<file path="src/rtl/root_pkg.sv">
// root_pkg: shared types and helpers for the RootProcess XOUT accumulator.
//   state_e    - accumulator FSM states (ACCUM, HOLD)
//   NBITS_DEF  - default sample width (matches RootProcess XOUT)
//   root_rec_t - block result record (sum, min, max, count), sized wide
//                enough for any legal parameterisation of the stage
//   umin/umax  - unsigned min/max helpers
package root_pkg;

  localparam int unsigned NBITS_DEF = 8;

  typedef enum logic {
    ACCUM = 1'b0,
    HOLD  = 1'b1
  } state_e;

  localparam int unsigned REC_SUM_W = 32;
  localparam int unsigned REC_VAL_W = 16;
  localparam int unsigned REC_CNT_W = 16;

  typedef struct packed {
    logic [REC_SUM_W-1:0] sum;
    logic [REC_VAL_W-1:0] min;
    logic [REC_VAL_W-1:0] max;
    logic [REC_CNT_W-1:0] count;
  } root_rec_t;

  function automatic logic [31:0] umin(input logic [31:0] a, input logic [31:0] b);
    return (a < b) ? a : b;
  endfunction

  function automatic logic [31:0] umax(input logic [31:0] a, input logic [31:0] b);
    return (a > b) ? a : b;
  endfunction

endpackage

</file>
<file path="src/rtl/root_minmax_track.sv">
// root_minmax_track: running unsigned min/max of a sample stream.
//   clk_i, rst_i : clock, asynchronous active-high reset
//   clr_i        : return the tracker to its empty state (min=all-ones, max=0)
//   upd_i        : fold x_i into the running min/max
//   x_i          : sample
//   min_o, max_o : running min/max including this cycle's update (combinational)
module root_minmax_track
  import root_pkg::*;
#(
  parameter int unsigned NBITS = NBITS_DEF
) (
  input  logic             clk_i,
  input  logic             rst_i,
  input  logic             clr_i,
  input  logic             upd_i,
  input  logic [NBITS-1:0] x_i,
  output logic [NBITS-1:0] min_o,
  output logic [NBITS-1:0] max_o
);

  logic [NBITS-1:0] min_q, max_q;
  logic [NBITS-1:0] min_d, max_d;

  always_comb begin
    min_d = min_q;
    max_d = max_q;
    if (upd_i) begin
      min_d = NBITS'(umin(32'(min_q), 32'(x_i)));
      max_d = NBITS'(umax(32'(max_q), 32'(x_i)));
    end
  end

  // The caller captures min_o/max_o on the clearing cycle, so the
  // updated value is exposed even though the registers are being cleared.
  assign min_o = min_d;
  assign max_o = max_d;

  always_ff @(posedge clk_i or posedge rst_i) begin
    if (rst_i) begin
      min_q <= '1;
      max_q <= '0;
    end else if (clr_i) begin
      min_q <= '1;
      max_q <= '0;
    end else begin
      min_q <= min_d;
      max_q <= max_d;
    end
  end

endmodule

</file>
<file path="src/rtl/root_xout_accum.sv">
// root_xout_accum: reduces blocks of NSAMPLES unsigned XOUT samples to a
// registered (sum, min, max, count) record; FLUSH closes a partial block.
//   CLK, RST              : clock, asynchronous active-high reset
//   XIN/XIN_VALID/XIN_READY : sample stream in (ready only in ACCUM)
//   FLUSH                 : close the current non-empty block
//   SUM_OUT/MIN_OUT/MAX_OUT/COUNT_OUT : result record
//   OUT_VALID/OUT_READY   : result handshake (valid only in HOLD)
module root_xout_accum
  import root_pkg::*;
#(
  parameter int unsigned NBITS    = NBITS_DEF,
  parameter int unsigned NSAMPLES = 16
) (
  input  logic                                 CLK,
  input  logic                                 RST,
  input  logic [NBITS-1:0]                     XIN,
  input  logic                                 XIN_VALID,
  output logic                                 XIN_READY,
  input  logic                                 FLUSH,
  output logic [NBITS+$clog2(NSAMPLES)-1:0]    SUM_OUT,
  output logic [NBITS-1:0]                     MIN_OUT,
  output logic [NBITS-1:0]                     MAX_OUT,
  output logic [$clog2(NSAMPLES+1)-1:0]        COUNT_OUT,
  output logic                                 OUT_VALID,
  input  logic                                 OUT_READY
);

  localparam int unsigned SBITS = NBITS + $clog2(NSAMPLES);
  localparam int unsigned CBITS = $clog2(NSAMPLES + 1);
  localparam logic [CBITS-1:0] LAST_CNT = CBITS'(NSAMPLES - 1);

  state_e           state_q;
  logic [SBITS-1:0] sum_q, sum_d, sum_out_q;
  logic [CBITS-1:0] cnt_q, cnt_d, cnt_out_q;
  logic [NBITS-1:0] min_d, max_d, min_out_q, max_out_q;
  logic             in_rdy, accept, close;

  // RST gates ready so the producer sees a stalled stage during reset.
  assign in_rdy = (state_q == ACCUM) && !RST;
  assign accept = XIN_VALID && in_rdy;

  assign sum_d = sum_q + (accept ? SBITS'(XIN) : '0);
  assign cnt_d = cnt_q + {{(CBITS-1){1'b0}}, accept};

  assign close = (state_q == ACCUM) &&
                 ((accept && (cnt_q == LAST_CNT)) ||
                  (FLUSH && ((cnt_q != '0) || accept)));

  root_minmax_track #(
    .NBITS(NBITS)
  ) u_minmax (
    .clk_i (CLK),
    .rst_i (RST),
    .clr_i (close),
    .upd_i (accept),
    .x_i   (XIN),
    .min_o (min_d),
    .max_o (max_d)
  );

  always_ff @(posedge CLK or posedge RST) begin
    if (RST) begin
      state_q   <= ACCUM;
      sum_q     <= '0;
      cnt_q     <= '0;
      sum_out_q <= '0;
      cnt_out_q <= '0;
      min_out_q <= '0;
      max_out_q <= '0;
    end else begin
      case (state_q)
        ACCUM: begin
          if (close) begin
            sum_out_q <= sum_d;
            cnt_out_q <= cnt_d;
            min_out_q <= min_d;
            max_out_q <= max_d;
            sum_q     <= '0;
            cnt_q     <= '0;
            state_q   <= HOLD;
          end else begin
            sum_q <= sum_d;
            cnt_q <= cnt_d;
          end
        end
        HOLD: begin
          if (OUT_READY) state_q <= ACCUM;
        end
      endcase
    end
  end

  assign XIN_READY = in_rdy;
  assign OUT_VALID = (state_q == HOLD);
  assign SUM_OUT   = sum_out_q;
  assign MIN_OUT   = min_out_q;
  assign MAX_OUT   = max_out_q;
  assign COUNT_OUT = cnt_out_q;

endmodule

</file>
<file path="config.mk">
export PLATFORM = sky130hd
export DESIGN_NAME = root_xout_accum
export DESIGN_NICKNAME = d
export VERILOG_FILES = /design/src/rtl/root_pkg.sv /design/src/rtl/root_minmax_track.sv /design/src/rtl/root_xout_accum.sv
export SDC_FILE = /design/constraint.sdc
export NUM_CORES = 1
export LEC_CHECK = 0
export BUFFER_PORTS_ARGS = -buffer_cell sky130_fd_sc_hd__buf_2
export CAP_MARGIN = 5
export CORE_MARGIN = 1.5
export CORE_UTILIZATION = 62
export CTS_CLUSTER_DIAMETER = 40
export DETAILED_ROUTE_END_ITERATION = 12
export PLACE_DENSITY = 0.85
export SYNTH_ARGS = -nofsm -noshare
export SYNTH_HDL_FRONTEND = slang
export SYNTH_SLANG_ARGS = --single-unit
</file>
<file path="constraint.sdc">
create_clock -name CLK -period 4.2 [get_ports CLK]
set_input_delay 0.21 -clock CLK [delete_from_list [all_inputs] [get_ports CLK]]
set_output_delay 0.21 -clock CLK [all_outputs]
set_load 0.005 [all_outputs]
</file>
# Yosys cells after proc, flatten, opt, wreduce, memory -nomap -nowiden
# Cells that the tools add are included.
[word_totals]
register_bits = 67
wordCells = 37
input_bits = 13
output_inout_bits = 35
[classes]
addsub = 2
order_cmp = 2
n_reduce_logical = 10
bitwise_logic = 1
mux = 12
n_eq_ne = 1
[ops]
columns = ["op", "n"]
rows = [
  ["$mux 8", 7],
  ["$add 12x8->12", 1],
  ["$mux 12", 1],
  ["$gt 8x8->1", 1],
  ["$lt 8x8->1", 1],
  ["$add 5x1->5", 1],
  ["$eq 5x4->1 const B", 1],
  ["$logic_and 1x1->1", 5],
  ["$mux 5", 1],
  ["$reduce_bool 5->1", 1],
  ["$logic_or 1x1->1", 2],
  ["$mux 1", 2],
  ["$pmux 1 s2", 1],
  ["$reduce_and 2->1", 1],
  ["$logic_not 1->1", 1],
  ["$not 1->1", 1],
]

# Longest topological paths before layout
[depth]
word_depth = 9
ltp_mapped = 11
depth_no_buf = 10

# Hierarchy
# Synthesis repeated with hierarchy kept, for this count alone.
[unflattened]
cells_unflattened = 359
hier_area_um2 = 4036.4
[modules_own_cells]
columns = ["module", "cells_each", "instances", "seq_area_each_um2", "area_each_um2"]
rows = [
  ["root_xout_accum", 226, 1, 1276.2, 2728.9],
  ["root_minmax_track", 133, 1, 410.4, 1307.5],
]

# Worst setup path before layout
# OpenSTA, ideal clock, no wires.
[synth_path]
path_kind = "reg-to-reg"
start = "register state_q (netlist: OUT_VALID)"
end = "register sum_out_q[8] (netlist: SUM_OUT[8])"
synth_period_minus_slack_ns = 2.774
t_arrival_ns = 2.650
required_time_ns = 4.075
stages_incl_launch_ff = 12
slack_ns = 1.426
path_cell_list = "dfrtp_1 or3b_1 buf_6 inv_6 and2_1 ha_1 fa_1 a21o_1 a221oi_1 a21oi_1 xor2_1 mux2_2"
[synth_via]
elab_chain_cells = 8
[synth_lines]
columns = ["item", "line", "source"]
rows = [
  ["start: declaration", "root_xout_accum.sv:32", "state_e state_q;"],
  ["start signal: assignment", "root_xout_accum.sv:63", "state_q <= ACCUM;"],
  ["start signal: assignment", "root_xout_accum.sv:80", "state_q <= HOLD;"],
  ["start signal: assignment", "root_xout_accum.sv:87", "if (OUT_READY) state_q <= ACCUM;"],
  ["$not 1->1 (no line) *", "--", ""],
  ["branches (longest 7 deep; another with $add 12x8->12)", "--", ""],
  ["end signal: assignment", "root_xout_accum.sv:74", "sum_out_q <= sum_d;"],
  ["end: declaration", "root_xout_accum.sv:33", "logic [SBITS-1:0] sum_q, sum_d, sum_out_q;"],
]
# Mark *: on every way between the ends.
# A chain may end at the register's enable or synchronous reset.

# Final worst setup path
# Ends and elaborated chain as after synthesis.

==> results.py <==
metrics = {
    "status": {
        "status": "finished, final reports clean",
    },
    "detailed_routing": {
        "routed_via_density": 6.25,
        "vias": 3039,
        "ant_nets": 0,
        "drtIter0Drc": 171,
        "drt-total-wl_mm": 8.51,
        "route.detailed.drc": 0,
        "dr.pass1.iters": 5,
        "wl_per_cell_um": 17.5,
    },
    "global_route": {
        "grt_max_degree": 64,
        "use_met2_pct": 49.9,
        "grt.busiest_layer": "met2",
        "antenna_found_initial": 0,
        "grt_pass1_vias": 2999,
        "use_met1_pct": 34.4,
        "grt_use_total_pct": 29.6,
        "grt_overflow": 0,
        "met3_usage_pct": 7.43,
        "grt_pass1_wl_mm": 14.2,
    },
    "cts": {
        "root_buffer": "clkbuf_8",
        "ctsResizeCount": 0,
        "ctsHoldBuffers": 0,
        "clkLatencyLatePin_ns": 0.36,
        "cts_tree": "yes",
        "cts_buffer_depth": 2,
        "clkTransAtPathRegs_ns": 0.07,
        "postCtsSetupRepairBufs": 0,
        "clock-sinks": 67,
        "cts_htree_levels": 3,
        "cts_buffers": 9,
    },
    "pwr": {
        "peakVddDrop_v": 0.000387,
        "power_mw": 2.85,
        "powerDensity_nw_per_um2": 687,
        "p_leak_nw": 1.94,
    },
    "setup_path": {
        "start_kind": "flip-flop",
        "crit_required_ns": 4.45,
        "cp-end-kind": "flip-flop",
        "crit_type": "reg -> reg",
        "slowest_delay_ns": 0.50,
        "critPathBufInv": 1,
        "crit_path_top_delay_cell": "a221oi_1",
        "crit_family": "compound AO/OA/AOI/OAI gates",
        "r2r_cells": 10,
        "critPathArrivalTime_ns": 3.35,
        "cp.depth": 10,
        "crit_fanout": 10,
        "cp_cell_sequence": "or3b_1 > inv_6 > and2_1 > ha_1 > fa_1 > a21o_1 > a221oi_1 > a21oi_1 > xor2_1 > mux2_2",
    },
    "sta": {
        "setup_tns_ns": 0,
        "min_period_ns": 3.10,
        "clock_skew_ns": 0.00873,
        "hold_viol_final": 0,
        "clock.fmax_ghz": 0.322,
        "layout_worst_path_cycle_share_pct": 73.9,
        "slew_headroom_pct": 21.8,
        "setup_violations": 0,
        "timing.final.ws_setup_ns": 1.10,
        "worst_pin_slew_ns": 1.17,
        "rsz0062_at_grt": "no",
        "drv_slew": 0,
    },
    "yosys": {
        "yosysMostFrequentCell": "dfrtp_1",
        "syn_area_per_cell_um2": 10.0,
        "synthFlopType": "dfrtp_1",
        "netlist.area_leader.share_pct": 40.3,
        "yosys_register_bits": 67,
        "synth_area_leaders": "dfrtp_1 (40%), ha_1 (8.5%), dfstp_2 (5.7%)",
        "syn_inst": 365,
        "synth_area_leader_cell": "dfrtp_1",
        "syn_area_um2": 3660,
        "synthArstFlopShare_pct": 100,
        "ys_top_cells_by_count": "dfrtp_1 (59), nor2_1 (44), ha_1 (25)",
        "ys_seq_area_share_pct": 46.0,
        "syn_nets": 404,
        "synth_edf_count": 0,
        "yosysUniqueCellTypes": 49,
        "yosys_warnings": 0,
    },
    "final_layout": {
        "drive_gt1_share_pct": 23.9,
        "syn_to_final_growth_pct": 13.2,
        "n_antenna_cell": 0,
        "nets": 448,
        "final_area_um2": 4150,
    },
    "job": {
        "drv_cap": 0,
    },
    "floorplanning": {
        "die_h_um": 79.9,
        "die_w_um": 79.9,
        "start_util_pct": 65.4,
        "row_count": 27,
        "core_area_um2": 5610,
        "ios": 48,
        "dieArea_um2": 6380,
    },
    "place": {
        "dp_slack_ns": 1.11,
        "dp_hpwl_mm": 5.83,
        "dpl_cell_area_um2": 3920,
        "gp_congestion": 0.886,
        "port_buffers": 47,
    },
    "min_path": {
        "whs_path_depth": 2,
        "hp-class": "in -> reg",
    },
}
-- metal layers --
metal	vias up	share of wire [%]
li1	1415	-
met1	1475	40
met2	125	51
met3	24	6.2
met4	0	3.0
met5	-	0
-- worst paths after layout --
kind | slack (ns) | end | start
max in group asynchronous | 3.23 | u_minmax.min_q[5] | RST
max reg2reg | 1.10 | SUM_OUT[8] | OUT_VALID
min in group asynchronous | 0.06 | cnt_q[4] | RST
min | 0.05 | OUT_VALID | OUT_READY
min reg2reg | 0.50 | SUM_OUT[4] | SUM_OUT[4]
max | 1.10 | SUM_OUT[8] | OUT_VALID
-- kinds of logic after synthesis --
kind of cell / count (synthesis) / synth area share [%]
flops: 67 / 46.0
xor+xnor: 10 / 2.39
simple gates: 111 / 15.3
mux: 11 / 3.35
compound gates: 108 / 19.4
buf+inv: 32 / 4.47
fa+ha+maj: 26 / 9.08
-- state kept, by name, indices dropped and copies added, names as in the netlist --
| register | flops |
|---|---|
| COUNT_OUT | 5 |
| MIN_OUT | 8 |
| u_minmax.min_q | 8 |
| MAX_OUT | 8 |
| OUT_VALID | 1 |
| cnt_q | 5 |
| sum_q | 12 |
| SUM_OUT | 12 |
| u_minmax.max_q | 8 |
-- stage by stage --
stage               utilization [%]  hold slack (ns)  cells
floorplan                         -            0.303    365
global placement               69.9            0.441    470
detailed placement             69.9            0.429    470
CTS                            74.0           0.0501    486
global route                   74.0           0.0541    486
finish                         74.0           0.0504    486
-- power breakdown --
group | internal [mW] | total [mW] | switching, mW
clock network | 0.364 | 0.621 | 0.257
logic | 0.511 | 1.13 | 0.619
registers | 0.934 | 1.10 | 0.167
-- layout make-up --
class / instances / area, µm²
sequential: 67 / 1690
multi-input combinational: 266 / 1810
timing repair buffer: 50 / 270
inverter: 15 / 61.3
tap: 72 / 90.1
clock inverter: 5 / 75.1
fill: 411 / 1460
clock buffer: 11 / 151
-- cells in the final DEF (no fill, tap or decap), types with 4 or more instances in the layout --
| master | Yosys | routed |
|---|---|---|
| dfstp_2 | 8 | 8 |
| a22o_1 | 10 | 10 |
| clkbuf_8 | 0 | 11 |
| mux2_2 | 10 | 10 |
| nor2_1 | 44 | 44 |
| nand3b_1 | 8 | 8 |
| a21oi_1 | 20 | 20 |
| o21ai_0 | 23 | 23 |
| o211ai_1 | 6 | 6 |
| ha_1 | 25 | 25 |
| buf_2 | 3 | 47 |
| nand2_1 | 18 | 18 |
| a31oi_1 | 20 | 20 |
| xnor2_1 | 7 | 7 |
| or3b_2 | 8 | 8 |
| inv_1 | 14 | 13 |
| dfrtp_1 | 59 | 59 |
| a21o_1 | 9 | 9 |
| o21ai_1 | 4 | 4 |
| nand3_1 | 15 | 15 |
Note: power is estimated with default switching activity, not from simulation.
